**src/rtl/lif_config_sequencer.sv**
```systemverilog
// rtl/lif_config_sequencer.sv - serial parameter frame loader and neuron run-enable sequencer
// Optional watchdog: define LIF_CFG_TIMEOUT_EN to enable the params_ready timeout,
// the ERROR state and the sticky cfg_err flag. Without it, WAIT_READY waits forever
// and cfg_err_o is tied low.
module lif_config_sequencer #(
    parameter int TIMEOUT_CYCLES = 64
) (
    input  logic       clk_i,
    input  logic       reset_i,
    input  logic       start_i,
    input  logic       abort_i,
    input  logic [2:0] cfg_weight_a_i,
    input  logic [2:0] cfg_weight_b_i,
    input  logic [1:0] cfg_leak_i,
    input  logic [7:0] cfg_thr_min_i,
    input  logic [7:0] cfg_thr_max_i,
    input  logic       params_ready_i,
    output logic       load_mode_o,
    output logic       serial_data_o,
    output logic       neuron_en_o,
    output logic       busy_o,
    output logic       done_o,
    output logic       cfg_err_o
);

    // The watchdog counter is 8 bits wide, so the timeout must fit in 1..255.
    if (TIMEOUT_CYCLES < 1 || TIMEOUT_CYCLES > 255) begin : g_bad_timeout
        $error("lif_config_sequencer: TIMEOUT_CYCLES must be in 1..255");
    end

    typedef enum logic [2:0] {
        S_IDLE,
        S_SHIFT,
        S_WAIT,
        S_RUN,
        S_ERROR
    } state_t;

    state_t      state_q;
    logic [23:0] shreg_q;
    logic [4:0]  bitcnt_q;
    logic        load_mode_q;
    logic        serial_q;
    logic        neuron_en_q;
    logic        busy_q;
    logic        done_q;
`ifdef LIF_CFG_TIMEOUT_EN
    localparam logic [7:0] TO_LAST = 8'(TIMEOUT_CYCLES - 1);
    logic [7:0]  wcnt_q;
    logic        cfg_err_q;
`endif

    // Frame image, MSB first: weight_a, weight_b, leak, thr_min, thr_max.
    logic [23:0] frame_d;
    assign frame_d = {cfg_weight_a_i, cfg_weight_b_i, cfg_leak_i, cfg_thr_min_i, cfg_thr_max_i};

    // A start is only honoured from the states that are not mid-transfer.
    logic load_req;
    assign load_req = start_i && (state_q == S_IDLE || state_q == S_RUN || state_q == S_ERROR);

    // Sequencer FSM; every output is registered from the state being entered.
    always_ff @(posedge clk_i or posedge reset_i) begin
        if (reset_i) begin
            state_q     <= S_IDLE;
            shreg_q     <= '0;
            bitcnt_q    <= '0;
            load_mode_q <= 1'b0;
            serial_q    <= 1'b0;
            neuron_en_q <= 1'b0;
            busy_q      <= 1'b0;
            done_q      <= 1'b0;
`ifdef LIF_CFG_TIMEOUT_EN
            wcnt_q      <= '0;
            cfg_err_q   <= 1'b0;
`endif
        end else if (abort_i) begin
            // cfg_err deliberately survives an abort so the host can still read it.
            state_q     <= S_IDLE;
            shreg_q     <= '0;
            bitcnt_q    <= '0;
            load_mode_q <= 1'b0;
            serial_q    <= 1'b0;
            neuron_en_q <= 1'b0;
            busy_q      <= 1'b0;
            done_q      <= 1'b0;
`ifdef LIF_CFG_TIMEOUT_EN
            wcnt_q      <= '0;
`endif
        end else begin
            done_q <= 1'b0;
            if (load_req) begin
                state_q     <= S_SHIFT;
                shreg_q     <= frame_d;
                bitcnt_q    <= '0;
                load_mode_q <= 1'b1;
                serial_q    <= frame_d[23];
                neuron_en_q <= 1'b0;
                busy_q      <= 1'b1;
`ifdef LIF_CFG_TIMEOUT_EN
                wcnt_q      <= '0;
                cfg_err_q   <= 1'b0;
`endif
            end else begin
                case (state_q)
                    S_SHIFT: begin
                        if (bitcnt_q == 5'd23) begin
                            state_q     <= S_WAIT;
                            load_mode_q <= 1'b0;
                            serial_q    <= 1'b0;
                        end else begin
                            shreg_q  <= {shreg_q[22:0], 1'b0};
                            serial_q <= shreg_q[22];
                            bitcnt_q <= bitcnt_q + 5'd1;
                        end
                    end
                    S_WAIT: begin
                        // An acknowledge in the timeout cycle still wins.
                        if (params_ready_i) begin
                            state_q     <= S_RUN;
                            neuron_en_q <= 1'b1;
                            done_q      <= 1'b1;
                            busy_q      <= 1'b0;
                        end
`ifdef LIF_CFG_TIMEOUT_EN
                        else if (wcnt_q == TO_LAST) begin
                            state_q   <= S_ERROR;
                            cfg_err_q <= 1'b1;
                            busy_q    <= 1'b0;
                        end else begin
                            wcnt_q <= wcnt_q + 8'd1;
                        end
`endif
                    end
                    default: ;
                endcase
            end
        end
    end

    assign load_mode_o   = load_mode_q;
    assign serial_data_o = serial_q;
    assign neuron_en_o   = neuron_en_q;
    assign busy_o        = busy_q;
    assign done_o        = done_q;
`ifdef LIF_CFG_TIMEOUT_EN
    assign cfg_err_o     = cfg_err_q;
`else
    assign cfg_err_o     = 1'b0;
`endif

endmodule
```
**config.mk**
```make
export PLATFORM = sky130hd
export DESIGN_NAME = lif_config_sequencer
export DESIGN_NICKNAME = d
export VERILOG_FILES = /design/src/rtl/lif_config_sequencer.sv
export SDC_FILE = /design/constraint.sdc
export NUM_CORES = 1
export LEC_CHECK = 0
export BUFFER_PORTS_ARGS = -buffer_cell sky130_fd_sc_hd__buf_2
export CORE_AREA = 2 2 66 68
export DETAILED_ROUTE_END_ITERATION = 10
export DIE_AREA = 0 0 68 70
export GPL_TIMING_DRIVEN = 0
export PLACE_DENSITY_LB_ADDON = 0.15
export RECOVER_POWER = 100
export SYNTH_ARGS = -nofsm -noshare
export SYNTH_HDL_FRONTEND = slang
export SYNTH_SLANG_ARGS = --single-unit
```
**constraint.sdc**
```tcl
create_clock -name clk_i -period 1.4 [get_ports clk_i]
set_input_delay 0.07 -clock clk_i [delete_from_list [all_inputs] [get_ports clk_i]]
set_output_delay 0.07 -clock clk_i [all_outputs]
set_load 0.05 [all_outputs]
```
==> results of run 1 <==
## worst max path at each step
stage	end	slack [ns]	cells past startpoint
global placement	state_q[1]	-0.18	5
floorplan	shreg_q[21]	-0.0006	7
detailed placement	state_q[1]	-0.21	5
finish	shreg_q[1]	-0.13	7
global route	shreg_q[8]	-0.17	7
CTS	shreg_q[2]	-0.1	7
## flip-flops by register name, indices dropped and copies added, names as in the netlist
register and cells:
shreg_q 23, bitcnt_q 5, state_q 2, busy_o 1, done_o 1, load_mode_o 1, neuron_en_o 1, serial_data_o 1
## power groups by stage
stage / clock (mW) / sequential [mW] / combinational [mW]
floorplan: 0 / 1.70 / 1.71
global placement: 0 / 1.59 / 2.24
detailed placement: 0 / 1.60 / 2.25
CTS: 0.826 / 1.60 / 2.94
global route: 0.886 / 1.70 / 3.72
finish: 0.817 / 1.67 / 3.45
## what timing repair did
action / 4_1_cts / 5_1_grt
hold buffers: 1 / 0
cloned: 2 / 2
pin swaps: 12 / 13
endpoints found under the setup margin: 35 / 34
buffers inserted: 9 / 3
resized for setup: 30 / 26
hold endpoints to repair: 35 / 0
## layer usage
| layer | wire, um | vias up | GRT usage (%) |
|---|---|---|---|
| met1 | 2110 | 752 | 29.1 |
| met4 | 60 | 0 | 6.67 |
| met5 | 0 | - | 0 |
| met3 | 186 | 7 | 4.83 |
| li1 | - | 759 | - |
| met2 | 2090 | 32 | 29.3 |
## cell usage after synthesis
library cell	n
dfrtp_1	35
nor2_1	31
nand2_1	27
a211oi_2	18
a21oi_2	18
a21oi_1	11
buf_2	5
a211oi_1	4
clkbuf_1	4
inv_1	4
ha_1	3
nand2b_1	3
nand3_1	3
xor2_1	3
a221oi_1	2
buf_12	2
buf_4	2
o21ai_0	2
a21o_1	1
and2_1	1
and2_4	1
and3_2	1
buf_1	1
buf_6	1
conb_1	1
nand2_2	1
nand4_1	1
nand4b_4	1
nor3_1	1
xnor2_1	1
## through the flow
stage          setup TNS, ns  area (um2)  util (%)
3_3_place_gp           -5.30        2180      52.5
2_1_floorplan      -0.000640        1950         -
6_report               -2.07        2730      65.9
5_1_grt                -3.68        2730      65.9
3_5_place_dp           -5.10        2180      52.5
4_1_cts                -1.83        2540      61.4
## area by class of cell
type                    count  area, um2
well taps                  52       65.1
clock buffers               8        100
fillers                   331       1420
plain buffers              13        158
repair buffers             50        382
multi-input cells         135       1130
inverters                   4       15.0
flip-flops and latches     35        877
## worst max-delay path: stages (launching register included)
cell       delay [ns]
dfrtp_1          0.39
buf_4            0.14
ha_4             0.18
and2_4           0.18
buf_12           0.13
clkbuf_16        0.15
a21oi_2          0.13
a211oi_2         0.07
## cell families (layout without fill, tap and decap cells)
family	count (synthesis)	in the layout	synth area share (%)
compound gates	56	56	26.5
xor+xnor	4	4	1.85
fa+ha+maj	3	3	1.98
other cells	1	1	0.198
simple gates	71	71	16.6
buf+inv	19	75	6.60
flops	35	35	46.2
==> results.md, run 1 <==
- Max Fanout on Critical Path: 6
- Horiz. Die Dim: 68 um
- Net Count, Synth: 221
- Final non-filler cell total: 297
- TritonCTS clock tree: yes
- Total I/O pin count: 35
- Main area contributors after synthesis: dfrtp_1, a211oi_2, a21oi_2, nor2_1, nand2_1
- Number of antenna-violating nets in the routed design: 0
- Wire length of the first global-routing pass: 7200 um
- Category of the most critical setup path: reg2reg
- Logic pwr share: 58.2%
- Final critical delay including setup and external delays: 1.53 ns
- Cells on worst reg2reg path: 7
- Most frequent cells in the layout: dfrtp_1, nor2_1, buf_2, nand2_1, a211oi_2
- Inserted Clock Buffers: 5
- Critical Path Source Type: flip-flop
- Seq cells post-synth: 35
- Antenna violations before repair: 0
- Detailed Place HPWL: 2590 um
- Setup repair after global routing missed its margin: yes
- Core region area: 4140 um2
- Achievable clock frequency: 655 MHz
- Most common cell after layout, fill and taps aside: dfrtp_1
- Global-route total usage across every layer: 20.1%
- Routability cong.: 0.729
- Class of the tightest hold or removal check: in2reg
- Worst Hold Endpoint: shreg_q[0]
- Maximum number of buffers from clock root to sink: 2
- Endpoint of the most critical register-to-register path: shreg_q[1]
- Power density of the placed cells: 2170 nW/um2
- Standby leakage power: 1.18 nW
- Minimum setup slack among reg-to-reg paths: -0.13 ns
- Final hold violation count: 0
- Endpoint type of the worst setup path: flip-flop
- Worst Min Path Start: cfg_thr_max_i[0]
- Vias in the first global route: 1482
- Data required, critical path: 1.54 ns
- Nets@finish: 276
- Number of I/O port buffers: 33
- Worst vdd ir: 1.06 mV
- Total number of vias: 1550
- Die boundary height: 70 um
- Number of max-slew violations in the final report: 0
- Count of endpoints failing setup in the final report: 27
- Overall power consumption: 5.93 mW
- RR Startpoint: state_q[0]
- Count of cells along the worst hold path: 3
- Switching power summed over all nets: 2.45 mW
- Violations in the final reports: setup timing
- CTS Root Buffer Type: clkbuf_8
- Final setup margin: -0.126 ns
- Post-placement cell count: 274
- Switching share of total power: 41.3%
- Area fraction of the dominant cell type after synthesis: 46.2%
- Drt first pass iters: 4
- Pin count of the biggest net entering global routing: 36
- Final hold slack: 0.0301 ns
- Clock latency at the later pin of the worst-skew pair: 0.29 ns
- Relative slew slack: 50.3%
- Internal: 3.48 mW
- Clock slew at reported path FFs: 0.07 ns
- Initial core utilization: 45.7%
- Ys Warns: 0
- Transition time of the tightest slew-check pin: 0.745 ns
- Place WS: -0.207 ns
- Antenna fix cells: 0
- Clock Sink Count: 35
- Clock network power share: 13.8%
- Final clock period utilization by the worst path: 109%
- Post-Route Skew: 0.00794 ns
- CP startpoint: state_q[0]
- WL final: 4440 um
- DRT iter0 DRCs: 64
- Max-cap violation count: 0
- H-tree levels: 2
- Standard-cell rows: 24
- Combined area of all synthesized cells: 1900 um2
- Largest area contributor in the netlist: dfrtp_1
- Via/cell ratio: 5.22
- Share of final-layout standard cells stronger than drive strength 1: 51.8%
- Portion of the post-synthesis area used by sequential elements: 46.2%
- Status: complete, but fails checks
- Sequential power share: 28.1%
- Area of the die: 4760 um2
- Unique masters post-synth: 30
- Detail-routed net length per standard cell: 15.0 um
- Cell count after synthesis: 189
- Area delta synth->final: 44.0%
- Drt drc: 0
- Worst endpoint data arrival time: 1.67 ns
- Post-Synthesis Mean Instance Area: 10.0 um2
- Gr ovfl total: 0
Power figures use the tool's default switching activity.
==> run 2, diff against run 1 <==
--- a/config.mk
+++ b/config.mk
@@ -5,6 +5,7 @@
 export SDC_FILE = /design/constraint.sdc
 export NUM_CORES = 1
 export LEC_CHECK = 0
+export ABC_AREA = 1
 export BUFFER_PORTS_ARGS = -buffer_cell sky130_fd_sc_hd__buf_2
 export CORE_AREA = 2 2 66 68
 export DETAILED_ROUTE_END_ITERATION = 10
==> run 2 against run 1 <==
- the run still ends with setup timing left
- sequential share of layout area increased by 1.9 points
- worst hold slack improved by 0.029 ns
- largest power group unchanged
- design area decreased by 5.6%
- largest cell class unchanged
- combinational power decreased by 36%
- routed wire length decreased by 6.0%
- setup slack improved by 0.015 ns
- sequential power decreased by 16%
==> results.md, run 2 <==
- Status: complete, but fails checks
- Violations in the final reports: setup timing
- Max Fanout on Critical Path: 6 (unchanged)
- Max-cap violation count: 0 (unchanged)
- Antenna fix cells: 0 (unchanged)
- Area fraction of the dominant cell type after synthesis: 44.2% (-2.0 points)
- Number of I/O port buffers: 33 (unchanged)
- Area of all sequential standard cells: 877 um2 (unchanged)
- Final design area excluding fillers: 2580 um2 (-5.6%)
- Most frequent cell after synthesis: nand2_1
- Combined area of all synthesized cells: 1980 um2 (+4.5%)
- Initial core utilization: 47.8% (+2.1 points)
- Clock slew at reported path FFs: 0.08 ns (about the same)
- Drt first pass iters: 4 (unchanged)
- Standby leakage power: 1.23 nW (+3.9%)
- Most frequent cells in the layout: nand2_1, dfrtp_1, inv_1, o21ai_2, buf_2
- Critical Path Max Stage Delay: 0.44 ns (+0.05 ns)
- Ys Warns: 0 (unchanged)
- Number of antenna-violating nets in the routed design: 0 (unchanged)
- Final non-filler cell total: 344 (+16%)
- Share of final-layout standard cells stronger than drive strength 1: 46.2% (-5.6 points)
- Category of the most critical setup path: reg2reg
- Relative slew slack: 53.5% (+3.2 points)
- Net Count, Synth: 265 (+20%)
- WL final: 4180 um (-6.0%)
- Most common cell after layout, fill and taps aside: nand2_1
- Achievable clock frequency: 662 MHz (+0.98%)
- Clock Sink Count: 35 (unchanged)
- Worst endpoint data arrival time: 1.68 ns (about the same)
- Crit-path most repeated cell: nand2_8
- Core region area: 4140 um2 (unchanged)
- Critical Path Source Type: flip-flop
- Endpoint type of the worst setup path: flip-flop
- Seq cells post-synth: 35 (unchanged)
- Global-route total usage across every layer: 18.7% (-1.4 points)
- Final clock period utilization by the worst path: 108% (-1.1 points)
- Wire length of the first global-routing pass: 6760 um (-6.0%)
- Horiz. Die Dim: 68 um (unchanged)
- Die boundary height: 70 um (unchanged)
- TritonCTS clock tree: yes
- Place WS: -0.180 ns (+0.0270 ns)
- Inserted Clock Buffers: 5 (unchanged)
- Count of endpoints failing setup in the final report: 27 (unchanged)
- Detail-routed net length per standard cell: 12.1 um (-19%)
- Biggest register: shreg_q
- Portion of the post-synthesis area used by sequential elements: 44.2% (-2.0 points)
- Via/cell ratio: 4.77 (-8.6%)
- Routability cong.: 0.749 (+2.8%)
- DRT iter0 DRCs: 75 (+17%)
- Number of flip-flops under the largest register name: 23 (unchanged)
- Total number of vias: 1640 (+5.8%)
- Synth async-reset ratio: 100% (unchanged)
- Antenna violations before repair: 0 (unchanged)
- Detailed Place HPWL: 2640 um (+1.9%)
- Critical path, cell by cell: ha_4, nand2_8, nand2_8, inv_8, nand2_8, buf_6, buf_6, nand2_2, o21ai_2
- Cell count after synthesis: 233 (+23%)
- Post-place instance area: 2250 um2 (+3.5%)
- Sum of negative setup slack: -1.34 ns (+0.735 ns)
- Final hold violation count: 0 (unchanged)
- H-tree levels: 2 (unchanged)
- Nets@finish: 323 (+17%)
- Unique masters post-synth: 26 (-13%)
- Main area contributors after synthesis: dfrtp_1, nand2_1, o21ai_2, inv_1, o21ai_0
- Total I/O pin count: 35 (unchanged)
- Leading post-synthesis cells by instance count: nand2_1, dfrtp_1, inv_1
- Overall power consumption: 4.32 mW (-27%)
- CP max-delay cell: dfrtp_2
- Area of the die: 4760 um2 (unchanged)
- Worst vdd ir: 0.797 mV (-25%)
- Drt drc: 0 (unchanged)
- Final critical delay including setup and external delays: 1.51 ns (-0.0148 ns)
- EDFF count, synth: 0 (unchanged)
- Transition time of the tightest slew-check pin: 0.697 ns (-0.0483 ns)
- Most frequently used flop master after synthesis: dfrtp_1
- Gr ovfl total: 0 (unchanged)
- Post-placement cell count: 319 (+16%)
- Standard-cell rows: 24 (unchanged)
- Combined area of the multi-input logic cells: 985 um2 (-13%)
- Largest registers: shreg_q x23, bitcnt_q x5, state_q x2
- Pin count of the biggest net entering global routing: 19 (-47%)
- Power density of the placed cells: 1680 nW/um2 (-23%)
- Setup repair after global routing missed its margin: yes
- Largest area contributor in the netlist: dfrtp_1
- Vias in the first global route: 1531 (+3.3%)
- Final setup margin: -0.111 ns (+0.0148 ns)
- Class of the tightest hold or removal check: in2reg
- Number of max-slew violations in the final report: 0 (unchanged)
- Post-Route Skew: 0.0109 ns (+0.00293 ns)
- Filler instances: 380 (+15%)
- Area delta synth->final: 30.1%
- Post-Synthesis Mean Instance Area: 8.50 um2 (-15%)
- Data required, critical path: 1.57 ns (+0.03 ns)
- CTS Root Buffer Type: clkbuf_8
- Maximum number of buffers from clock root to sink: 2 (unchanged)
- Clock latency at the later pin of the worst-skew pair: 0.29 ns (about the same)
## run 2: cell types whose count changed after synthesis, sizes merged, moves of 3 or more
cell    change
nor2       -21
o21ai      +43
a211oi     -22
inv        +33
nand2b      -3
nand2      +50
a21oi      -27
xor2        -3
clkbuf      -4
nand3       +5
## run 2: final cells by class
cell class / count / area share, %
well taps: 52 / 2.53
clock buffers: 5 / 2.67
multi-input cells: 152 / 38.2
flip-flops and latches: 35 / 34.0
inverters: 37 / 5.78
plain buffers: 9 / 4.13
clock inverters: 3 / 0.583
repair buffers: 51 / 12.0
## run 2: final timing paths
kind,depth (start not counted),startpoint,to,slack [ns]
worst max-delay path,9,state_q[1],shreg_q[10],-0.11
worst min-delay path,3,params_ready_i,done_o,0.06
worst max register to register,9,state_q[1],shreg_q[10],-0.11
worst min register to register,2,load_mode_o,load_mode_o,0.49
max in group asynchronous,4,reset_i,state_q[1],0.18
min in group asynchronous,3,reset_i,shreg_q[7],0.42
## run 2: per-layer routing
| layer | wire [um] | vias to the layer above | global-route usage (%) |
|---|---|---|---|
| met5 | 0 | - | 0 |
| met4 | 16 | 0 | 4.67 |
| met3 | 193 | 2 | 4.83 |
| met2 | 2160 | 28 | 31.4 |
| met1 | 1800 | 766 | 23.7 |
| li1 | - | 844 | - |
## run 2: what timing repair did
item                                   CTS  global route
pin swaps                                1             2
setup endpoints to repair               32            33
resized for setup                       27            29
endpoints found under the hold margin   18             0
buffers inserted                         5            10
hold buffers                             2             0
## run 2: worst max-delay path, delay by kind of cell (launching register included)
kind,cells,cell delay [ns]
adder cells (fa/ha/maj),1,0.27
AO/OA/AOI/OAI,1,0.05
flip-flops,1,0.44
AND/OR/NAND/NOR,4,0.31
buffers and inverters,3,0.33
## run 2: cell families after synthesis
family | Yosys count | share of synthesized area (%)
adder cells (fa/ha/maj) | 3 | 1.90
AO/OA/AOI/OAI | 47 | 16.0
XOR/XNOR | 1 | 0.442
multiplexers | 1 | 1.14
flip-flops | 35 | 44.2
buffers and inverters | 46 | 11.5
AND/OR/NAND/NOR | 99 | 24.6
other | 1 | 0.189
## run 2: power by group
part | internal [mW] | switching [mW]
Sequential | 1.30 | 0.110
Combinational | 0.865 | 1.34
Clock | 0.340 | 0.366
Total | 2.50 | 1.82
## run 2: stage by stage
stage               utilization [%]  hold WS, ns
global placement               53.7        0.288
detailed placement             54.3        0.259
global route                   62.2       0.0713
floorplan                         -        0.192
CTS                            58.6       0.0445
finish                         62.2       0.0589
